File: config.mk
export PLATFORM = sky130hd
export DESIGN_NAME = pipe_hazard_ctrl_flat
export DESIGN_NICKNAME = d
export VERILOG_FILES = /design/src/rtl/pipe_hazard_ctrl_if.sv /design/src/rtl/pipe_hazard_ctrl.sv /design/src/flat_wrapper.sv
export SDC_FILE = /design/constraint.sdc
export NUM_CORES = 1
export LEC_CHECK = 0
export BUFFER_PORTS_ARGS = -buffer_cell sky130_fd_sc_hd__buf_2
export CAP_MARGIN = 15
export CORE_ASPECT_RATIO = 0.5
export CORE_MARGIN = 5
export CORE_UTILIZATION = 54
export CTS_CLUSTER_DIAMETER = 30
export DETAILED_ROUTE_END_ITERATION = 12
export PLACE_DENSITY = 0.86
export REMOVE_ABC_BUFFERS = 1
export SLEW_MARGIN = 20
export SYNTH_ARGS = -nofsm -noshare
export SYNTH_HDL_FRONTEND = slang
export SYNTH_SLANG_ARGS = --single-unit
File: constraint.sdc
create_clock -name clk -period 4.3 [get_ports clk]
set_input_delay 0.215 -clock clk [delete_from_list [all_inputs] [get_ports clk]]
set_output_delay 0.215 -clock clk [all_outputs]
set_load 0.01 [all_outputs]
File: src/rtl/pipe_hazard_ctrl_if.sv
// Hazard-controller bundle: pipeline-register fields in, hold/bubble/flush/forward controls out.
interface pipe_hazard_ctrl_if #(
    parameter int unsigned CNT_W = 16
);
    logic [4:0]       id_rs;
    logic [4:0]       id_rt;
    logic [4:0]       ex_rs;
    logic [4:0]       ex_rt;
    logic             ex_mem_read;
    logic [4:0]       exmem_rd;
    logic             exmem_reg_write;
    logic [4:0]       memwb_rd;
    logic             memwb_reg_write;
    logic             branch_taken;
    logic             pc_hold;
    logic             ifid_hold;
    logic             idex_bubble;
    logic             flush;
    logic [1:0]       fwd_a;
    logic [1:0]       fwd_b;
    logic [CNT_W-1:0] stall_cnt;
    logic [CNT_W-1:0] flush_cnt;

    modport master (
        output id_rs, id_rt, ex_rs, ex_rt, ex_mem_read, exmem_rd, exmem_reg_write,
               memwb_rd, memwb_reg_write, branch_taken,
        input  pc_hold, ifid_hold, idex_bubble, flush, fwd_a, fwd_b, stall_cnt, flush_cnt
    );

    modport slave (
        input  id_rs, id_rt, ex_rs, ex_rt, ex_mem_read, exmem_rd, exmem_reg_write,
               memwb_rd, memwb_reg_write, branch_taken,
        output pc_hold, ifid_hold, idex_bubble, flush, fwd_a, fwd_b, stall_cnt, flush_cnt
    );
endinterface

File: src/rtl/pipe_hazard_ctrl.sv
// 5-stage pipeline hazard controller: load-use stall FSM, branch flush, ALU forwarding selects
// and saturating stall/flush event counters.
module pipe_hazard_ctrl #(
    parameter int unsigned LOAD_STALL_CYCLES = 1,
    parameter int unsigned CNT_W             = 16
) (
    input logic                clk,
    input logic                rst_n,
    pipe_hazard_ctrl_if.slave  io_hz
);
    // Down-counter holds the bubbles still owed after the first one (LOAD_STALL_CYCLES-2 max).
    localparam int unsigned    DCW      = (LOAD_STALL_CYCLES > 2) ?
                                          $clog2(LOAD_STALL_CYCLES - 1) : 1;
    localparam logic [DCW-1:0] CNT_INIT = DCW'((LOAD_STALL_CYCLES > 1) ?
                                               (LOAD_STALL_CYCLES - 2) : 0);

    typedef enum logic {StRun, StStall} state_e;

    state_e           r_state_q;
    state_e           w_state_d;
    logic [DCW-1:0]   r_cnt_q;
    logic [DCW-1:0]   w_cnt_d;
    logic             w_hazard;
    logic             w_stall;
    logic             w_flush;
    logic [1:0]       w_fwd_a;
    logic [1:0]       w_fwd_b;
    logic [CNT_W-1:0] r_stall_cnt_q;
    logic [CNT_W-1:0] r_flush_cnt_q;

    assign w_hazard = io_hz.ex_mem_read && (io_hz.ex_rt != 5'd0) &&
                      ((io_hz.ex_rt == io_hz.id_rs) || (io_hz.ex_rt == io_hz.id_rt));

    always_comb begin
        w_state_d = r_state_q;
        w_cnt_d   = r_cnt_q;
        w_stall   = 1'b0;
        w_flush   = 1'b0;
        if (io_hz.branch_taken) begin
            // Wrong-path instructions are discarded, so any pending stall is dropped.
            w_flush   = 1'b1;
            w_state_d = StRun;
            w_cnt_d   = '0;
        end else begin
            unique case (r_state_q)
                StRun: begin
                    if (w_hazard) begin
                        w_stall = 1'b1;
                        if (LOAD_STALL_CYCLES > 1) begin
                            w_state_d = StStall;
                            w_cnt_d   = CNT_INIT;
                        end
                    end
                end
                StStall: begin
                    w_stall = 1'b1;
                    if (r_cnt_q == '0) begin
                        w_state_d = StRun;
                    end else begin
                        w_cnt_d = r_cnt_q - DCW'(1);
                    end
                end
                default: w_state_d = StRun;
            endcase
        end
    end

    always_ff @(posedge clk or negedge rst_n) begin
        if (!rst_n) begin
            r_state_q     <= StRun;
            r_cnt_q       <= '0;
            r_stall_cnt_q <= '0;
            r_flush_cnt_q <= '0;
        end else begin
            r_state_q <= w_state_d;
            r_cnt_q   <= w_cnt_d;
            if (w_stall && (r_stall_cnt_q != '1)) begin
                r_stall_cnt_q <= r_stall_cnt_q + CNT_W'(1);
            end
            if (io_hz.branch_taken && (r_flush_cnt_q != '1)) begin
                r_flush_cnt_q <= r_flush_cnt_q + CNT_W'(1);
            end
        end
    end

    // EX/MEM result is younger than MEM/WB, so it wins when both match.
    function automatic logic [1:0] fwd_sel(input logic [4:0] src);
        if (io_hz.exmem_reg_write && (io_hz.exmem_rd != 5'd0) && (io_hz.exmem_rd == src)) begin
            return 2'b10;
        end else if (io_hz.memwb_reg_write && (io_hz.memwb_rd != 5'd0) &&
                     (io_hz.memwb_rd == src)) begin
            return 2'b01;
        end
        return 2'b00;
    endfunction

    assign w_fwd_a = fwd_sel(io_hz.ex_rs);
    assign w_fwd_b = fwd_sel(io_hz.ex_rt);

    assign io_hz.pc_hold     = rst_n & w_stall;
    assign io_hz.ifid_hold   = rst_n & w_stall;
    assign io_hz.idex_bubble = rst_n & w_stall;
    assign io_hz.flush       = rst_n & w_flush;
    assign io_hz.fwd_a       = rst_n ? w_fwd_a : 2'b00;
    assign io_hz.fwd_b       = rst_n ? w_fwd_b : 2'b00;
    assign io_hz.stall_cnt   = r_stall_cnt_q;
    assign io_hz.flush_cnt   = r_flush_cnt_q;
endmodule
File: src/flat_wrapper.sv
// flat-port wrapper written by rule: the top's interface ports become plain ports
module pipe_hazard_ctrl_flat 
#(
    parameter int unsigned LOAD_STALL_CYCLES = 1,
    parameter int unsigned CNT_W             = 16
)
  (clk, rst_n, io_hz_id_rs, io_hz_id_rt, io_hz_ex_rs, io_hz_ex_rt, io_hz_ex_mem_read, io_hz_exmem_rd, io_hz_exmem_reg_write, io_hz_memwb_rd, io_hz_memwb_reg_write, io_hz_branch_taken, io_hz_pc_hold, io_hz_ifid_hold, io_hz_idex_bubble, io_hz_flush, io_hz_fwd_a, io_hz_fwd_b, io_hz_stall_cnt, io_hz_flush_cnt);
  pipe_hazard_ctrl_if #(.CNT_W(CNT_W)) io_hz_i ();
  input logic clk;
  input logic rst_n;
  input wire logic [$bits(io_hz_i.id_rs)-1:0] io_hz_id_rs;
  input wire logic [$bits(io_hz_i.id_rt)-1:0] io_hz_id_rt;
  input wire logic [$bits(io_hz_i.ex_rs)-1:0] io_hz_ex_rs;
  input wire logic [$bits(io_hz_i.ex_rt)-1:0] io_hz_ex_rt;
  input wire logic [$bits(io_hz_i.ex_mem_read)-1:0] io_hz_ex_mem_read;
  input wire logic [$bits(io_hz_i.exmem_rd)-1:0] io_hz_exmem_rd;
  input wire logic [$bits(io_hz_i.exmem_reg_write)-1:0] io_hz_exmem_reg_write;
  input wire logic [$bits(io_hz_i.memwb_rd)-1:0] io_hz_memwb_rd;
  input wire logic [$bits(io_hz_i.memwb_reg_write)-1:0] io_hz_memwb_reg_write;
  input wire logic [$bits(io_hz_i.branch_taken)-1:0] io_hz_branch_taken;
  output wire logic [$bits(io_hz_i.pc_hold)-1:0] io_hz_pc_hold;
  output wire logic [$bits(io_hz_i.ifid_hold)-1:0] io_hz_ifid_hold;
  output wire logic [$bits(io_hz_i.idex_bubble)-1:0] io_hz_idex_bubble;
  output wire logic [$bits(io_hz_i.flush)-1:0] io_hz_flush;
  output wire logic [$bits(io_hz_i.fwd_a)-1:0] io_hz_fwd_a;
  output wire logic [$bits(io_hz_i.fwd_b)-1:0] io_hz_fwd_b;
  output wire logic [$bits(io_hz_i.stall_cnt)-1:0] io_hz_stall_cnt;
  output wire logic [$bits(io_hz_i.flush_cnt)-1:0] io_hz_flush_cnt;
  assign io_hz_i.id_rs = io_hz_id_rs;
  assign io_hz_i.id_rt = io_hz_id_rt;
  assign io_hz_i.ex_rs = io_hz_ex_rs;
  assign io_hz_i.ex_rt = io_hz_ex_rt;
  assign io_hz_i.ex_mem_read = io_hz_ex_mem_read;
  assign io_hz_i.exmem_rd = io_hz_exmem_rd;
  assign io_hz_i.exmem_reg_write = io_hz_exmem_reg_write;
  assign io_hz_i.memwb_rd = io_hz_memwb_rd;
  assign io_hz_i.memwb_reg_write = io_hz_memwb_reg_write;
  assign io_hz_i.branch_taken = io_hz_branch_taken;
  assign io_hz_pc_hold = io_hz_i.pc_hold;
  assign io_hz_ifid_hold = io_hz_i.ifid_hold;
  assign io_hz_idex_bubble = io_hz_i.idex_bubble;
  assign io_hz_flush = io_hz_i.flush;
  assign io_hz_fwd_a = io_hz_i.fwd_a;
  assign io_hz_fwd_b = io_hz_i.fwd_b;
  assign io_hz_stall_cnt = io_hz_i.stall_cnt;
  assign io_hz_flush_cnt = io_hz_i.flush_cnt;
  pipe_hazard_ctrl #(.LOAD_STALL_CYCLES(LOAD_STALL_CYCLES), .CNT_W(CNT_W)) u_core (.clk(clk), .rst_n(rst_n), .io_hz(io_hz_i));
endmodule
==> results of run 1 <==
[critical path, cell delays in order]
cell and delay, ps:
buf_2 580, o211ai_1 200, or4_1 540, nor4_1 240, buf_2 190
[logic make-up after synthesis]
logic type                 after synthesis  synth area share [%]
and+or+nand+nor                         84                  26.0
xor gates and xnor gates                57                  23.7
DFF                                     32                  37.9
AOI/OAI and AO/OA                       13                  5.51
buffers and inverters                   12                  4.45
adders and majority gates                2                  1.19
muxes                                    2                  1.24
[cell type report]
type	count	share of cell area (%)
inverter	3	0.440
clock buffer	8	3.52
tap	54	2.64
timing repair buffer	75	14.7
multi-input combinational	158	47.5
sequential	32	31.3
[sequential cells by signal (all words and copies together) (netlist names)]
signal                  flops
u_core.io_hz.flush_cnt     16
u_core.io_hz.stall_cnt     16
[power by group through the flow]
stage          registers (mW)  clock network (mW)  logic, mW
2_1_floorplan           0.420                   0      0.121
3_3_place_gp            0.404                   0      0.235
3_5_place_dp            0.406                   0      0.250
4_1_cts                 0.401               0.247      0.252
5_1_grt                 0.410               0.257      0.274
6_report                0.402               0.238      0.248
[final timing paths]
check	endpoint	slack (ps)	startpoint	cells past startpoint
min in group clk	u_core.io_hz.flush_cnt[2]$_DFFE_PN0P_	310	io_hz_branch_taken	3
hold reg to reg	u_core.io_hz.stall_cnt[4]$_DFFE_PN0P_	490	u_core.io_hz.stall_cnt[4]$_DFFE_PN0P_	1
setup / recovery	io_hz_fwd_b[0]	2110	rst_n	5
setup reg to reg	u_core.io_hz.stall_cnt[1]$_DFFE_PN0P_	2330	u_core.io_hz.stall_cnt[0]$_DFFE_PN0P_	5
max in group asynchronous	u_core.io_hz.flush_cnt[0]$_DFFE_PN0P_	3830	rst_n	1
hold / removal	u_core.io_hz.flush_cnt[3]$_DFFE_PN0P_	-4	rst_n	1
[metal layers]
metal / routed length (um) / GRT usage [%] / vias up
li1: - / - / 856
met1: 1940 / 21.7 / 833
met2: 2490 / 37.9 / 48
met3: 281 / 4.71 / 9
met4: 44 / 4.76 / 0
met5: 0 / 0 / -
[cells in the final DEF (no fill, tap or decap), types with 3 or more instances in the layout]
cell,n
nand2_1,9
nor3b_1,3
or4_1,6
nand4_1,6
nand3_1,16
and2_1,5
clkbuf_8,6
dfrtp_1,32
nor4_1,5
inv_1,3
xnor2_1,20
xor2_1,37
buf_2,75
nor2_1,7
and3_1,6
nor4_2,6
[per-stage QoR]
step / hold slack [ps] / cell area [um2] / setup WS (ps) / util, % / total power, mW
3_5_place_dp: 329 / 2470 / 2080 / 64.3 / 0.655
5_1_grt: 70.2 / 2560 / 1850 / 66.6 / 0.940
4_1_cts: 21.9 / 2560 / 2060 / 66.6 / 0.899
6_report: -4.30 / 2560 / 2110 / 66.6 / 0.887
2_1_floorplan: -80.6 / 2030 / 2510 / - / 0.541
3_3_place_gp: 313 / 2470 / 2110 / 64.3 / 0.639
==> summary.txt, run 1 <==
STA
  – Final count of negative-setup-slack endpoints: 0
  – WHS: -4.30 ps
  – Final Cycle Share: 51.0%
  – FMAX: 0.456 GHz
  – RSZ-0062 raised after global routing: false
  – Fin crit period: 2190 ps
  – Slew @ Worst Pin: 859 ps
  – Slew Viols, Final: 0
  – Worst Skew: just under 7 ps
  – Endpoints failing hold: 4
  – Final setup TNS: 0 ps
  – Slew headroom: ~43%

GRT
  – GRT Util Overall: between 10% and 20%
  – Total grt overflow: 0
  – Vias in the first global route: 1871
  – Initial antenna violation count: 0
  – First-pass GRT wire length: 8230 um
  – Largest net degree at the start of global routing: 38

Placement
  – Detailed Place HPWL: 3690 um
  – Buffers added on ports: 75
  – GPL Wtd Cong: around 0.8
  – # placed instances: between 300 and 400

Drt
  – WL final: 4760 um
  – DRC: 0
  – Router iterations before antenna repair: 4
  – Vias per cell: between 5 and 6
  – Starting DRT DRC Count: 69
  – Vias: 1746
  – Wire per inst: roughly 14 um
  – Remaining antenna violation count: 0

Power
  – Power share of the combinational group: 27.9%
  – Sequential share of power: ~45%
  – Clock power share: 26.8%
  – Max VDD drop: 0.000132 V
  – Sw frac: between 30% and 40%
  – Leak Pwr: 1.25 nW
  – Psw: 0.297 mW
  – Pwr/cell area: 346 mW/mm2
  – Internal: 0.590 mW

Clocking
  – Clk Latency, worst-skew pair: 290 ps
  – CTS Buf Count: 5
  – Clock-pin transition on the worst setup and hold timing paths: around 70 ps
  – CTS tree: built
  – Post-CTS repair timing setup buffer count: 0
  – Cts hold-fix bufs: 0
  – H-Tree Level Count: 2
  – Bufs on Longest Clock Path: 2
  – Clock Sinks: 32
  – Post-CTS resize count: 0
  – CTS Root Cell: clkbuf_8

Floorplan
  – FP Rows: 16
  – Die ar.: 0.00534 mm2
  – # IOs: between 70 and 80
  – Initial core utilization: 54.9%
  – Core area: about 0.0038 mm2
  – Die height: 54.2 um
  – Die width: 98.4 um

Layout
  – Layout Nets: 313
  – Fillers: approximately 320
  – Fraction of layout cells with a size suffix above 1: between 30% and 40%
  – Final cell count without fillers: 330
  – Area grow syn2layout: 21.3%
  – Sequential standard cell area: 801 um2
  – Area of the multi-input gates: 0.00122 mm2
  – Diode count: 0

Setup path
  – Crit. End Element: output port
  – Kind of critical path: in2out
  – Worst-path maximum fanout: 37
  – Arrival @ worst endpoint: 1980 ps
  – Data required time of the critical path: 4090 ps
  – Startpoint types: input port

Synth
  – Share of the synthesized area in the top cell type: between 30% and 40%
  – Unique masters post-synth: 43
  – Cells after Synth: 202
  – Async SR Flop Fraction: 100%
  – Synth Cell Area: 0.00211 mm2
  – Register area share after synthesis: 37.9%
  – Synth Flop Type: dfrtp_1
  – Top post-synthesis cells by area: dfrtp_1, xor2_1, xnor2_1
  – Ys Warns: 0
  – Avg Cell Area, Syn: 10.4 um2
  – Most frequent cells after synthesis: xor2_1, dfrtp_1, xnor2_1
  – Flops & latches, synth: 32
  – Yosys top cell by area: dfrtp_1
  – EDFF count, synth: 0
  – Top-count cell post-synth: xor2_1

Min path
  – Hold crit path type: in2async

Outcome
  – Status: complete, but fails checks
  – Failing checks: hold timing

Flow run
  – Max-Cap Viols: 0
No activity file was read; power rests on OpenSTA's default activity.
==> inputs of run 2 (changes only) <==
--- a/config.mk
+++ b/config.mk
@@ -5,14 +5,15 @@
 export SDC_FILE = /design/constraint.sdc
 export NUM_CORES = 1
 export LEC_CHECK = 0
+export ABC_AREA = 1
 export BUFFER_PORTS_ARGS = -buffer_cell sky130_fd_sc_hd__buf_2
 export CAP_MARGIN = 15
 export CORE_ASPECT_RATIO = 0.5
 export CORE_MARGIN = 5
-export CORE_UTILIZATION = 54
+export CORE_UTILIZATION = 47
 export CTS_CLUSTER_DIAMETER = 30
 export DETAILED_ROUTE_END_ITERATION = 12
-export PLACE_DENSITY = 0.86
+export PLACE_DENSITY = 0.77
 export REMOVE_ABC_BUFFERS = 1
 export SLEW_MARGIN = 20
 export SYNTH_ARGS = -nofsm -noshare
==> constraint.sdc (replaced) <==
create_clock -name clk -period 1.9 [get_ports clk]
set_input_delay 0.095 -clock clk [delete_from_list [all_inputs] [get_ports clk]]
set_output_delay 0.095 -clock clk [all_outputs]
set_load 0.01 [all_outputs]
==> summary.txt, run 2 <==
Placement
  – Buffers added on ports: 75
  – Post-Place Worst Slack: 158 ps
  – GPL Wtd Cong: 0.874
  – Detailed Place HPWL: approximately 4700 um
  – # placed instances: about 510

Setup path
  – Worst setup path start: u_core.io_hz.stall_cnt[0]$_DFFE_PN0P_
  – Startpoint types: flop
  – FF-to-FF Start: u_core.io_hz.stall_cnt[0]$_DFFE_PN0P_
  – Worst-path maximum fanout: 17
  – Data required time of the critical path: 2120 ps
  – Kind of critical path: reg2reg
  – Arrival @ worst endpoint: 1940 ps
  – Crit. End Element: flop

Clocking
  – Clk Latency, worst-skew pair: 280 ps
  – CTS tree: built
  – Post-CTS repair timing setup buffer count: 0
  – Clock-pin transition on the worst setup and hold timing paths: 70 ps
  – Bufs on Longest Clock Path: 2
  – H-Tree Level Count: 2
  – CTS Root Cell: clkbuf_8
  – Clock Sinks: 32
  – CTS Buf Count: 5

STA
  – Slew @ Worst Pin: 372 ps
  – Worst Skew: 3.24 ps
  – Fin crit period: between 1500 and 2000 ps
  – Final Worst Setup Slack: 184 ps
  – Slew headroom: 75.1%
  – Final count of negative-setup-slack endpoints: 0
  – Slew Viols, Final: 0
  – FMAX: 0.583 GHz
  – Final setup TNS: 0 ps
  – Endpoints failing hold: 0
  – Final Cycle Share: 90.3%
  – RSZ-0062 raised after global routing: false

GRT
  – Vias in the first global route: between 2000 and 2500
  – GRT Util Overall: between 10% and 20%
  – Initial antenna violation count: 0
  – Total grt overflow: 0
  – Largest net degree at the start of global routing: 25
  – First-pass GRT wire length: 9910 um

Layout
  – Most frequent cells in the layout: nand2_1, buf_2, nor2_1, inv_1, dfrtp_1
  – Fillers: just under 500
  – Diode count: 0
  – Area of the multi-input gates: between 0.001 and 0.0015 mm2
  – Most common cell after layout, fill and taps aside: nand2_1
  – Layout Nets: slightly below 500
  – Area grow syn2layout: 22.7%
  – Final cell count without fillers: 518
  – Sequential standard cell area: about 800 um2
  – Fraction of layout cells with a size suffix above 1: 21.7%

Flow run
  – Max-Cap Viols: 0

Synth
  – Most frequent cells after synthesis: nand2_1, inv_1, nor2_1
  – Synth Cell Area: 0.00247 mm2
  – Synth Flop Type: dfrtp_1
  – Unique masters post-synth: 26
  – Cells after Synth: ~370
  – Top-count cell post-synth: nand2_1
  – Flops & latches, synth: 32
  – EDFF count, synth: 0
  – Async SR Flop Fraction: 100%
  – Ys Warns: 0
  – Share of the synthesized area in the top cell type: approximately a third
  – Yosys top cell by area: dfrtp_1
  – Avg Cell Area, Syn: 6.69 um2
  – Register area share after synthesis: 32.4%
  – Top post-synthesis cells by area: dfrtp_1, nand2_1, xor2_1

Outcome
  – Status: finished, final reports clean

Min path
  – Hold Crit Start: io_hz_branch_taken
  – Hold crit path type: in2reg

Drt
  – Router iterations before antenna repair: 4
  – DRC: 0
  – Wire per inst: 11.7 um
  – Starting DRT DRC Count: 113
  – Vias per cell: 4.78
  – Vias: 2475
  – Remaining antenna violation count: 0
  – WL final: 6070 um

Floorplan
  – Initial core utilization: around 50%
  – Core area: 0.00500 mm2
  – Die height: 61.3 um
  – Die ar.: 0.00689 mm2
  – FP Rows: 18
  – Die width: 113 um
  – # IOs: 76

Power
  – Leak Pwr: 1.68 nW
  – Max VDD drop: approximately 0.00054 V
  – Pwr/cell area: about 690 mW/mm2
-- run 2: per-layer routing --
metal,routed length [um],GRT usage [%],vias to the layer above
met1,2870,22.5,1090
met5,0,0,-
li1,-,-,1315
met4,36,4.28,0
met2,2810,32.1,65
met3,349,3.73,5
-- run 2: worst max-delay path: stages, from the launching register on --
cell	delay, ps
dfrtp_1	410
ha_1	280
nand2_1	90
nor2_2	130
nand2_2	110
nor2_4	110
nand3_4	200
nand3_4	190
nand2_1	80
nand2_1	60
-- run 2: power breakdown --
group / switching (mW) / internal, mW
Combinational: 0.303 / 0.234
Clock: 0.267 / 0.389
Sequential: 0.115 / 0.779
Total: 0.686 / 1.40
-- run 2: kinds of logic after synthesis --
family                     Yosys count  synth area share (%)
xor gates and xnor gates            38                  13.5
adders and majority gates            2                  1.01
AOI/OAI and AO/OA                    9                  1.98
and+or+nand+nor                    232                  41.4
DFF                                 32                  32.4
buffers and inverters               56                  9.68
-- run 2: final cells by class --
cell class,instances,area share [%]
clock buffers,6,2.39
clock inverters,2,1.16
inverters,46,5.70
multi-input cells,282,47.8
flip-flops and latches,32,26.4
well taps,70,2.89
repair buffers,80,13.7
-- run 2: metrics by stage --
stage | cell area (um2) | util (%) | hold WS [ps] | power [mW]
2_1_floorplan | 2400 | - | -201 | 1.20
3_3_place_gp | 2900 | 57.9 | 124 | 1.43
3_5_place_dp | 2900 | 57.9 | 116 | 1.45
4_1_cts | 3010 | 60.3 | 306 | 2.11
5_1_grt | 3030 | 60.6 | 342 | 2.22
6_report | 3030 | 60.6 | 309 | 2.09
-- run 2: final timing paths --
check,end,slack [ps],cells after the start
max,u_core.io_hz.stall_cnt[2]$_DFFE_PN0P_,180,9
min,u_core.io_hz.flush_cnt[13]$_DFFE_PN0P_,310,5
max reg2reg,u_core.io_hz.stall_cnt[2]$_DFFE_PN0P_,180,9
min reg2reg,u_core.io_hz.flush_cnt[15]$_DFFE_PN0P_,510,2
max in group asynchronous,u_core.io_hz.flush_cnt[3]$_DFFE_PN0P_,1260,3
min in group asynchronous,u_core.io_hz.stall_cnt[9]$_DFFE_PN0P_,340,3
-- run 2: repair_timing --
item                       CTS  global route
hold endpoints to repair    32             0
hold buffers                 1             0
setup endpoints to repair    0            13
resized for setup            0             1
